### src/rtl/psum_out_drain_if.sv
// Row-in / word-out bus of the psum drain, plus its status outputs.
// The master is the core/host side; the slave is the drain itself.
interface psum_out_drain_if #(
    parameter int col     = 8,
    parameter int psum_bw = 16,
    parameter int out_bw  = 32,
    parameter int depth   = 4
);
    logic                      in_valid;
    logic [psum_bw*col-1:0]    in_data;
    logic                      out_valid;
    logic [out_bw-1:0]         out_data;
    logic                      out_last;
    logic                      out_ready;
    logic [$clog2(depth):0]    level;
    logic                      overflow;
    logic [15:0]               rows_out;

    modport master (
        output in_valid, in_data, out_ready,
        input  out_valid, out_data, out_last, level, overflow, rows_out
    );

    modport slave (
        input  in_valid, in_data, out_ready,
        output out_valid, out_data, out_last, level, overflow, rows_out
    );
endinterface

### src/rtl/psum_out_drain.sv
// Buffers SFP result rows from the core and serializes them into out_bw words
// over valid/ready; rows arriving while the buffer is full are dropped and flagged.
module psum_out_drain #(
    parameter int col     = 8,
    parameter int psum_bw = 16,
    parameter int out_bw  = 32,
    parameter int depth   = 4
) (
    input  logic clk,
    input  logic reset,
    psum_out_drain_if.slave bus
);
    localparam int WPR = psum_bw * col / out_bw;
    localparam int AW  = $clog2(depth);
    localparam int CW  = AW + 1;
    localparam int IW  = (WPR > 1) ? $clog2(WPR) : 1;

    typedef logic [WPR-1:0][out_bw-1:0] row_t;

    row_t            mem_q [depth];
    logic [AW-1:0]   wr_ptr_q, wr_ptr_d;
    logic [AW-1:0]   rd_ptr_q, rd_ptr_d;
    logic [CW-1:0]   count_q, count_d;
    logic [IW-1:0]   idx_q, idx_d;
    logic            overflow_q, overflow_d;
    logic [15:0]     rows_out_q, rows_out_d;

    logic out_valid, xfer, last, pop, push, drop;
    row_t rd_row;

    assign out_valid = (count_q != '0);
    assign last      = (idx_q == IW'(WPR - 1));
    assign xfer      = out_valid && bus.out_ready;
    assign pop       = xfer && last;
    // A pop on the same edge frees the slot, so a full buffer still accepts.
    assign push      = bus.in_valid && ((count_q != CW'(depth)) || pop);
    assign drop      = bus.in_valid && !push;
    assign rd_row    = mem_q[rd_ptr_q];

    always_comb begin
        wr_ptr_d   = wr_ptr_q;
        rd_ptr_d   = rd_ptr_q;
        count_d    = count_q;
        idx_d      = idx_q;
        overflow_d = overflow_q | drop;
        rows_out_d = rows_out_q;
        if (push) wr_ptr_d = wr_ptr_q + AW'(1);
        if (xfer) begin
            if (last) begin
                idx_d      = '0;
                rd_ptr_d   = rd_ptr_q + AW'(1);
                rows_out_d = rows_out_q + 16'd1;
            end else begin
                idx_d = idx_q + IW'(1);
            end
        end
        case ({push, pop})
            2'b10:   count_d = count_q + CW'(1);
            2'b01:   count_d = count_q - CW'(1);
            default: count_d = count_q;
        endcase
    end

    always_ff @(posedge clk) begin
        if (reset) begin
            wr_ptr_q   <= '0;
            rd_ptr_q   <= '0;
            count_q    <= '0;
            idx_q      <= '0;
            overflow_q <= 1'b0;
            rows_out_q <= '0;
        end else begin
            wr_ptr_q   <= wr_ptr_d;
            rd_ptr_q   <= rd_ptr_d;
            count_q    <= count_d;
            idx_q      <= idx_d;
            overflow_q <= overflow_d;
            rows_out_q <= rows_out_d;
        end
    end

    // Row storage carries no reset; stale contents are never presented.
    always_ff @(posedge clk) begin
        if (!reset && push) mem_q[wr_ptr_q] <= bus.in_data;
    end

    assign bus.out_valid = out_valid;
    assign bus.out_data  = rd_row[idx_q];
    assign bus.out_last  = out_valid && last;
    assign bus.level     = count_q;
    assign bus.overflow  = overflow_q;
    assign bus.rows_out  = rows_out_q;
endmodule

### src/flat_wrapper.sv
// flat-port wrapper written by rule: the top's interface ports become plain ports
module psum_out_drain_flat 
#(
    parameter int col     = 8,
    parameter int psum_bw = 16,
    parameter int out_bw  = 32,
    parameter int depth   = 4
)
  (clk, reset, bus_in_valid, bus_in_data, bus_out_ready, bus_out_valid, bus_out_data, bus_out_last, bus_level, bus_overflow, bus_rows_out);
  psum_out_drain_if #(.col(col), .psum_bw(psum_bw), .out_bw(out_bw), .depth(depth)) bus_i ();
  input  logic clk;
  input  logic reset;
  input wire logic [$bits(bus_i.in_valid)-1:0] bus_in_valid;
  input wire logic [$bits(bus_i.in_data)-1:0] bus_in_data;
  input wire logic [$bits(bus_i.out_ready)-1:0] bus_out_ready;
  output wire logic [$bits(bus_i.out_valid)-1:0] bus_out_valid;
  output wire logic [$bits(bus_i.out_data)-1:0] bus_out_data;
  output wire logic [$bits(bus_i.out_last)-1:0] bus_out_last;
  output wire logic [$bits(bus_i.level)-1:0] bus_level;
  output wire logic [$bits(bus_i.overflow)-1:0] bus_overflow;
  output wire logic [$bits(bus_i.rows_out)-1:0] bus_rows_out;
  assign bus_i.in_valid = bus_in_valid;
  assign bus_i.in_data = bus_in_data;
  assign bus_i.out_ready = bus_out_ready;
  assign bus_out_valid = bus_i.out_valid;
  assign bus_out_data = bus_i.out_data;
  assign bus_out_last = bus_i.out_last;
  assign bus_level = bus_i.level;
  assign bus_overflow = bus_i.overflow;
  assign bus_rows_out = bus_i.rows_out;
  psum_out_drain #(.col(col), .psum_bw(psum_bw), .out_bw(out_bw), .depth(depth)) u_core (.clk(clk), .reset(reset), .bus(bus_i));
endmodule
### config.mk
export PLATFORM = sky130hd
export DESIGN_NAME = psum_out_drain_flat
export DESIGN_NICKNAME = d
export VERILOG_FILES = /design/src/rtl/psum_out_drain_if.sv /design/src/rtl/psum_out_drain.sv /design/src/flat_wrapper.sv
export SDC_FILE = /design/constraint.sdc
export NUM_CORES = 1
export LEC_CHECK = 0
export ABC_AREA = 1
export BUFFER_PORTS_ARGS = -buffer_cell sky130_fd_sc_hd__buf_2
export CORE_AREA = 4 4 346 212
export CTS_CLUSTER_DIAMETER = 150
export DETAILED_ROUTE_END_ITERATION = 16
export DIE_AREA = 0 0 350 216
export GPL_TIMING_DRIVEN = 0
export PLACE_DENSITY = 0.6
export SYNTH_ARGS = -nofsm -noshare
export SYNTH_HDL_FRONTEND = slang
export SYNTH_SLANG_ARGS = --single-unit
### constraint.sdc
create_clock -name clk -period 7.79 [get_ports clk]
set_input_delay 1.558 -clock clk [delete_from_list [all_inputs] [get_ports clk]]
set_output_delay 1.558 -clock clk [all_outputs]
set_load 0.02 [all_outputs]
==> results.md <==
- Critical path peak fanout: 10
- Syn nets: 1,963
- Placed Area: around 0.025 mm2
- Drt initial violations: between 1,500 and 2,000
- Detailed Place HPWL: between 40,000 and 50,000 um
- Pleak: between 9 and 10 nW
- Tcrit/Tclk final: 0.606
- Synth cell count leaders: 512 x edfxtp_1, 289 x inv_1, 205 x nand2_1
- Area Growth Syn to Fin: 19.2%
- DRC Markers: 0
- Total setup buffers inserted after CTS: 0
- CP Launch Type: register
- Core Region: around 0.070 mm2
- Area leader, netlist: edfxtp_1
- Final setup violation count: 0
- Overflow after GRT: 0
- Sequential-to-total area share from yosys stat: 0.714
- Uppermost layer routed: met5
- WP data arrival: approximately 3200 ps
- Xor and xnor area share after synthesis: 0
- Most used DFF post-synth: edfxtp_1
- Metal2 WL: between 20,000 and 30,000 um
- VDD IR max: roughly 0.13 mV
- Effective utilization at floorplan: 0.320
- # clock sinks: 540
- Fraction of layout cells with a size suffix above 1: 0.169
- Area share of fa/ha/maj cells after synthesis: 0.00426
- Yosys warning count: 0
- Vias/cell: approximately 5
- Fin area: approximately 0.027 mm2
- Final Wtd Congestion: slightly above 0.9
- First-pass GRT wire length: around 100,000 um
- Largest family of logic cells by synthesized area: compound AO/OA/AOI/OAI gates
- Ranking of synthesized cells by area: edfxtp_1 69%, inv_1 4.9%, nand3_1 4.5%, o211ai_1 4.3%, nand2_1 3.4%
- Fraction of synthesized area in multiplexers: 0
- Fin Hold WS: 463 ps
- Initial antenna violation count: 36
- Yosys cell types: 30
- H-tree Lvls: 2
- Pwr/cell area: between 200 and 250 mW/mm2
- Clock-pin slew on the worst setup and hold paths: roughly 60 ps
- Seq cells post-synth: 540
- CTS buffer count: 54
- IO Pins: around 190
- Fin. max-slew vios: 0
- Worst EP required: a little over 6000 ps
- Largest net degree at the start of global routing: 28
- Unrepaired setup endpoints after global routing: no
- Kind of critical path: reg2out
- Clock Skew: about 16 ps
- EDFF count, synth: approximately 510
- Tmin final: ~4700 ps
- Post-cts repair resize count: 0
- Tightest Pin Transition: about 900 ps
- Metal3 WL: about 8400 um
- Drt total wl: roughly 70,000 um
- Met1 Routed Length: 29,000 um
- Hold buffers post-CTS: 0
- Status: finished clean
- Row count: 75
- Cells after Synth: 1,824
- Synth Area in Compound Gates: 0.109
- Root buffer cell: clkbuf_16
- F_max: approximately 210 MHz
- Die width: around 350 um
- Critical Path End Type: output port
- Final Hold Fails: 0
- Most instantiated library cell after synthesis: edfxtp_1
- All-Layer GR Usage: 0.178
- CTS tree: yes
- Syn Area/Cell: between 10 and 15 um2
- Longest Clk Path Bufs: 3
- Max Cap Viol: 0
- Vias: between 15,000 and 20,000
- Drt wl/cell: 22.5 um
- Die H: roughly 220 um
- Synth top area share: 0.689
- DRT antenna net count: 0
- Worst hold path type: reg2reg
- DR pass1 iterations: 5
- Post-layout util: 0.382
- Worst-Skew Late Latency: just over 600 ps
- Vias in the first global route: 14,400
- Cell area after synthesis: 0.0223 mm2
- Simple-Gate Fraction of Synth Area: 0.0898
- Nets: 2,226
- Hold Crit Depth: 2
- Port bufs: around 190
- DP Worst Slack: roughly 3100 ps
- Die Footprint: between 0.07 and 0.08 mm2
- Relative slew slack: 0.402
- FF-to-FF path depth: 11
- Setup slack after layout: slightly above 3000 ps
- Async SR Flop Fraction: 0
-- layout by cell type, fill, tap and decap left out, types with 57 or more instances in the layout --
cell type    n
edfxtp_1   512
inv_1      289
nand2_1    205
buf_2      205
nand3_1    201
a21oi_1    144
o211ai_1   128
o21ai_1     87
clkbuf_16   57
-- worst max-delay path, stage by stage, from the launching register on --
cell and delay, ps:
dfxtp_1 330, inv_1 80, clkbuf_1 550, buf_1 670
nand3_1 320, nand3_1 150, nand2_1 210, buf_2 230
-- registers in the layout, summed over array words and instances (netlist names), named ones only --
signal	flops
u_core.mem_q	512
u_core.bus.rows_out	16
u_core.bus.level	3
u_core.idx_q	2
u_core.rd_ptr_q	2
u_core.wr_ptr_q	2
u_core.bus.overflow	1
-- where the power goes --
part,internal (W),switching (W)
registers,0.00326,0.0000189
clock network,0.00138,0.00108
logic,0.000128,0.000347
-- final timing paths --
| check | start | end | slack (ps) |
|---|---|---|---|
| max | u_core.idx_q[0]$_SDFFE_PP0N_ | bus_out_data[27] | 3070 |
| min | u_core.rd_ptr_q[1]$_SDFFE_PP0N_ | u_core.rd_ptr_q[1]$_SDFFE_PP0N_ | 460 |
| max reg2reg | u_core.idx_q[0]$_SDFFE_PP0N_ | u_core.mem_q[1][92]$_DFFE_PP_ | 4240 |
| min reg2reg | u_core.rd_ptr_q[1]$_SDFFE_PP0N_ | u_core.rd_ptr_q[1]$_SDFFE_PP0N_ | 460 |
-- metrics by stage --
stage	cells	power (W)	TNS, ps
6_report	3064	0.00621	0
5_1_grt	3057	0.00641	0
4_1_cts	3054	0.00625	0
3_5_place_dp	2955	0.00381	0
3_3_place_gp	2933	0.00380	-2650220
2_1_floorplan	1824	0.00355	-89240
-- layer usage --
metal	vias up	track usage
li1	6968	-
met1	7309	0.248
met2	749	0.258
met3	125	0.0632
met4	44	0.0578
met5	-	0
-- kinds of logic after synthesis --
logic type | after synthesis
buf+inv | 401
flops | 540
compound gates | 419
simple gates | 457
fa+ha+maj | 7
-- final cells by class --
type                       instances  area (um2)
multi-input combinational        883        4560
fill                            6621       43100
antenna                           10        25.0
sequential                       540       15900
clock inverter                    19         124
tap                              924        1160
inverter                         291        1090
buffer                           110         762
clock buffer                      80        1520
timing repair buffer             207        1430
Power figures use the tool's default switching activity.
